==> config.mk <==
export PLATFORM = sky130hd
export DESIGN_NAME = alu_cmd_sequencer
export DESIGN_NICKNAME = d
export VERILOG_FILES = /design/src/rtl/alu_cmd_sequencer.sv
export SDC_FILE = /design/constraint.sdc
export NUM_CORES = 1
export LEC_CHECK = 0
export BUFFER_PORTS_ARGS = -buffer_cell sky130_fd_sc_hd__buf_4
export CAP_MARGIN = 25
export CORE_MARGIN = 8
export CORE_UTILIZATION = 51
export CTS_CLUSTER_DIAMETER = 120
export DETAILED_ROUTE_END_ITERATION = 16
export GPL_ROUTABILITY_DRIVEN = 0
export PLACE_DENSITY = 0.79
export SLEW_MARGIN = 25
export SYNTH_ARGS = -nofsm -noshare
export SYNTH_HDL_FRONTEND = slang
export SYNTH_SLANG_ARGS = --single-unit
==> constraint.sdc <==
create_clock -name clk -period 2 [get_ports clk]
set_input_delay 0.4 -clock clk [delete_from_list [all_inputs] [get_ports clk]]
set_output_delay 0.4 -clock clk [all_outputs]
set_load 0.01 [all_outputs]
==> src/rtl/alu_cmd_sequencer.sv <==
// alu_cmd_sequencer: parses command frames from the byte stream, drives the ALU
// and returns the 2*DATA_WIDTH-bit result as two bytes, low byte first.
module alu_cmd_sequencer #(
    parameter int                    DATA_WIDTH = 8,
    parameter logic [DATA_WIDTH-1:0] CMD_OPR    = 8'hCC,
    parameter logic [DATA_WIDTH-1:0] CMD_NOOPR  = 8'hDD,
    parameter int                    TIMEOUT    = 4
) (
    input  logic                    clk,
    input  logic                    reset,
    input  logic [DATA_WIDTH-1:0]   rx_data,
    input  logic                    rx_valid,
    output logic [DATA_WIDTH-1:0]   alu_a,
    output logic [DATA_WIDTH-1:0]   alu_b,
    output logic [3:0]              alu_fun,
    output logic                    alu_en,
    input  logic [2*DATA_WIDTH-1:0] alu_out,
    input  logic                    alu_out_valid,
    output logic [DATA_WIDTH-1:0]   tx_data,
    output logic                    tx_valid,
    input  logic                    tx_busy,
    output logic                    busy,
    output logic                    frame_err
);
    localparam int CW = $clog2(TIMEOUT + 1);

    typedef enum logic [2:0] {IDLE, GET_A, GET_B, GET_FUN, EXEC, WAIT_RES, SEND_LO, SEND_HI} state_t;

    state_t                  state_q, state_d;
    logic [DATA_WIDTH-1:0]   a_q, a_d, b_q, b_d;
    logic [3:0]              fun_q, fun_d;
    logic [2*DATA_WIDTH-1:0] res_q, res_d;
    logic [CW-1:0]           cnt_q, cnt_d;
    logic                    err_q, err_d;

    always_ff @(posedge clk or negedge reset) begin
        if (!reset) begin
            state_q <= IDLE;
            a_q     <= '0;
            b_q     <= '0;
            fun_q   <= '0;
            res_q   <= '0;
            cnt_q   <= '0;
            err_q   <= 1'b0;
        end else begin
            state_q <= state_d;
            a_q     <= a_d;
            b_q     <= b_d;
            fun_q   <= fun_d;
            res_q   <= res_d;
            cnt_q   <= cnt_d;
            err_q   <= err_d;
        end
    end

    always_comb begin
        state_d = state_q;
        a_d     = a_q;
        b_d     = b_q;
        fun_d   = fun_q;
        res_d   = res_q;
        cnt_d   = cnt_q;
        err_d   = 1'b0;
        case (state_q)
            IDLE: if (rx_valid) begin
                if (rx_data == CMD_OPR) state_d = GET_A;
                else if (rx_data == CMD_NOOPR) state_d = GET_FUN;
                else err_d = 1'b1;
            end
            GET_A: if (rx_valid) begin
                a_d     = rx_data;
                state_d = GET_B;
            end
            GET_B: if (rx_valid) begin
                b_d     = rx_data;
                state_d = GET_FUN;
            end
            GET_FUN: if (rx_valid) begin
                fun_d   = rx_data[3:0];
                state_d = EXEC;
            end
            EXEC: begin
                err_d   = rx_valid;
                cnt_d   = '0;
                state_d = WAIT_RES;
            end
            WAIT_RES: begin
                err_d = rx_valid;
                if (alu_out_valid) begin
                    res_d   = alu_out;
                    state_d = SEND_LO;
                end else begin
                    cnt_d = cnt_q + 1'b1;
                    if (cnt_d == CW'(TIMEOUT)) begin
                        err_d   = 1'b1;
                        state_d = IDLE;
                    end
                end
            end
            SEND_LO: begin
                err_d   = rx_valid;
                state_d = tx_busy ? SEND_LO : SEND_HI;
            end
            SEND_HI: begin
                err_d   = rx_valid;
                state_d = tx_busy ? SEND_HI : IDLE;
            end
            default: state_d = IDLE;
        endcase
    end

    assign alu_a     = a_q;
    assign alu_b     = b_q;
    assign alu_fun   = fun_q;
    assign alu_en    = state_q == EXEC;
    assign tx_valid  = state_q == SEND_LO || state_q == SEND_HI;
    assign tx_data   = state_q == SEND_HI ? res_q[2*DATA_WIDTH-1:DATA_WIDTH] : res_q[DATA_WIDTH-1:0];
    assign busy      = state_q != IDLE;
    assign frame_err = err_q;
endmodule
Word level (Yosys, flattened, before mapping)
Index checks and enable logic that the tools add are counted.

Register bits: 43. Latch bits: 0. RAM bits: 0. Bits in read-only memories: 0. Bits of input ports: 29. Word-level logic and storage cells: 56. Memories kept: 0.

Add/subtract/negate cells: 1. Multipliers: 0. Divide/modulo/power cells: 0. $lt $le $gt $ge: 0. Equality and inequality tests: 17. Shift operators: 0. Muxes and demuxes: 20. Bitwise operators: 0. Reductions and logical operators: 11.

Operators by type and width (number): 2-to-1 mux 3 bit (10); case mux 3 bit (8 select lines) (1); == test 8 bit (second input constant) (2); == test 3 bit (second input constant) (5); inequality test 2 bit (second input constant) (5); AND reduction 2 bit (5); 2-to-1 mux 8 bit (1); == test 3 x 2 -> 1 bit (second input constant) (2); 2-to-1 mux 1 bit (6); inequality test 3 bit (second input constant) (2); case mux 3 bit (2 select lines) (1); AND reduction 6 bit (1); adder 3 x 1 -> 3 bit (second input constant) (1); == test 3 x 1 -> 1 bit (second input constant) (1); logical NOT 3 bit (1); case mux 1 bit (3 select lines) (1); nonzero test 3 bit (1); OR reduction 3 bit (1); nonzero test 2 bit (1); logical OR 1 bit (1).

Depth between registers and ports, before layout
Word-level depth: 5. Mapped depth: 5. Depth with buffers taken out: 5.

Worst setup path after synthesis
Ideal clock, no wire load.

Kind: register to output. Start point: register state_q[2]. End point: output port tx_data[0]. Arrival time: 1.291 ns. Required time: 1.600 ns. Slack: 0.309 ns. Stages on the path, launching flop included: 5. Path buffers: 1. Path through: dfrtp_1 > buf_6 > and2_1 > nand2_1 > mux2_2.

Cells in the longest elaborated chain, start to end: 2.

Ends and longest elaborated chain: start, declared (RTL line 29) `state_t state_q, state_d;`; start signal, assigned (RTL line 46) `state_q <= state_d;`; == test 3 bit (RTL line 117) `assign tx_data = state_q == SEND_HI ? res_q[2*DATA_WIDTH-1:DATA_WIDTH] : res_q[DATA_WIDTH-1:0];`; 2-to-1 mux 8 bit (RTL line 117); end, declared (RTL line 19) `output logic [DATA_WIDTH-1:0] tx_data,`.

Every way passes these cells.

Worst setup path after layout
Start point: register state_q[1]. End point: output port tx_data[0].

Same word-level chain as after synthesis.

==> out/qor.csv <==
metric;value;unit
status;complete, no violations;
synth_top_family_by_area;multiplexers;
syn2layout_area_growth;31.6;%
clock_latency;0.30;ns
synth-seq-cells;43;
start_util;53.9;%
swShare;33.6;%
numCtsBuffers;5;
port_buffers;60;
p_leak;1.23;nW
fin_cells;260;
drt_pre_antenna_iters;4;
seq_area;1080;sq um
ff2ff_path_depth;5;
grt_pass1_vias;1524;
r2r_slack;0.21;ns
synth_top_area_share;53.8;%
yosys.area_share.adder;1.25;%
yosysMostFrequentCell;mux2_2;
synth.avg_cell_area;13.5;sq um
seqPwrFrac;36.0;%
synthArstFlopShare;100;%
die_area;6190;sq um
p_int;0.00292;W
synthCells;148;
synth_compound_area_share;7.00;%
cts_buffer_depth;2;
antenna_found_initial;0;
slew-limit-headroom;64.0;%
power_frac_clock;18.1;%
fmax;520;MHz
slew_viol_final;0;
drtIter0Drc;49;
place_hpwl;3540;um
p_per_area;1670;nW/um^2
hold_path_class;in -> async;
hold_viol;0;
grt_pass1_wl;7580;um
max-vdd-ir-drop;0.950;mV
power_frac_comb;46.0;%
critPathMaxFanout;8;
cp.required;1.60;ns
grt_max_degree;44;
period_share;96.1;%
post_cts_buffers;0;
synth_xor_xnor_area_share;1.69;%
setup_viol_count_final;0;
fillers;281;
ys_top_cells_by_area;dfrtp_1 54%, mux2_2 25%, nand2_1 1.5%;
htree_levels;2;
muxShareOfSynthArea;24.7;%
tightest_slew;0.537;ns
cap_violations;0;
wl_per_cell;17.6;um
synth_seq_area_share;53.8;%
critPathArrivalTime;1.52;ns
grt_util_all_layers;15.4;%
cts.sinks;43;
holdWs;0.0720;ns
nets;242;
cts_tree;yes;
fp.dieH;78.7;um
worstReg2RegStart;cnt_q[0];
start_kind;flip-flop;
synthFlopType;dfrtp_1;
dieWidth;78.7;um
rr_endpoint;state_q[0];
antenna_cells;0;
clock-skew-final;0.00927;ns
synth_common_cells;44 x mux2_2, 43 x dfrtp_1, 8 x nand2_1;
synth.distinct_cells;33;
crit_type;reg -> out;
dp_cells;252;
grt_overflow;0;
rows;22;
synth_fp_nets;179;
synth_edf_count;0;
syn_area;2000;sq um
multiInputGateArea;890;sq um
core;3720;sq um
vias;1402;
clockRootBuffer;clkbuf_8;
fin_crit;1.92;ns
drive_gt1_share;57.5;%
synthSimpleGateAreaFrac;9.38;%
drc;0;
yosys.area.top_type;dfrtp_1;
wirelength;4570;um
ant_nets;0;
yosysWarningCount;0;
clkTransAtPathRegs;0.08;ns
num_io_pins;61;
switching_power;0.00148;W
setup-tns-final;0;ns
worstSetupEndpointType;output port;
via_per_inst;5.39;
rsz0062_at_grt;false;
[worst max-delay path, stage by stage, from the launching register on]
cell	delay [ns]
dfrtp_1	0.38
and2_1	0.20
nand2_4	0.15
mux2_2	0.36
buf_4	0.15
[cells in the final DEF (no fill, tap or decap), types with 2 or more instances in the layout]
cell type / Yosys / routed
nor3_1: 4 / 4
ha_1: 2 / 2
nor2_1: 4 / 4
mux2_2: 44 / 44
buf_4: 0 / 62
dfrtp_1: 43 / 43
a21oi_1: 5 / 5
clkbuf_8: 0 / 5
bufinv_16: 0 / 2
a31oi_1: 4 / 4
o21ai_0: 4 / 4
and3_1: 2 / 2
xnor2_1: 2 / 2
nand2_1: 8 / 7
[stage by stage]
step / cell area, sq um / setup WS, ns / util (%) / power [W]
after floorplan: 2000 / 0.309 / - / 0.00274
after global placement: 2490 / 0.282 / 67.0 / 0.00349
after detailed placement: 2490 / 0.233 / 67.0 / 0.00362
after CTS: 2630 / 0.00875 / 70.8 / 0.00443
after global routing: 2640 / 0.0119 / 70.9 / 0.00468
final: 2640 / 0.0776 / 70.9 / 0.00439
[kinds of logic after synthesis]
family | after synthesis
mux | 44
flops | 43
simple gates | 30
compound gates | 18
buf+inv | 8
xor+xnor | 3
fa+ha+maj | 2
[worst max-delay path by stage]
| stage | endpoint | slack [ns] | start |
|---|---|---|---|
| 6_report | tx_data[0] | 0.08 | state_q[1] |
| 5_1_grt | tx_data[2] | 0.01 | state_q[1] |
| 4_1_cts | tx_data[6] | 0.009 | state_q[1] |
| 3_5_place_dp | alu_a[7] | 0.23 | state_q[2] |
| 3_3_place_gp | alu_a[6] | 0.28 | state_q[2] |
| 2_1_floorplan | tx_data[0] | 0.31 | state_q[2] |
[area by class of cell]
cell class / count / area share [%]
tap: 48 / 2.28
sequential: 43 / 40.8
clock inverter: 3 / 2.56
inverter: 2 / 0.285
multi-input combinational: 97 / 33.8
clock buffer: 5 / 2.61
timing repair buffer: 62 / 17.7
[layer usage]
| layer | track usage (%) | routed length, um |
|---|---|---|
| met5 | 0 | 0 |
| met4 | 3.89 | 84 |
| met3 | 6.72 | 401 |
| met2 | 26.8 | 2260 |
| met1 | 16.7 | 1820 |
[power by group through the flow]
stage / logic (W) / registers, W / clock network (W)
after floorplan: 0.00113 / 0.00162 / 0
after global placement: 0.00194 / 0.00155 / 0
after detailed placement: 0.00202 / 0.00160 / 0
after CTS: 0.00204 / 0.00158 / 0.000808
after global routing: 0.00220 / 0.00164 / 0.000845
final: 0.00202 / 0.00158 / 0.000793
[flip-flops by register name, indices dropped and copies added, names as in the netlist]
| signal | count |
|---|---|
| cnt_q | 3 |
| alu_b | 8 |
| alu_a | 8 |
| alu_fun | 4 |
| frame_err | 1 |
| state_q | 3 |
| res_q | 16 |
[what timing repair did]
item	CTS	global route
hold buffers	0	0
endpoints found under the setup margin	8	8
pin swaps	0	0
gates resized for setup	1	1
Note: power is estimated with default switching activity, not from simulation.
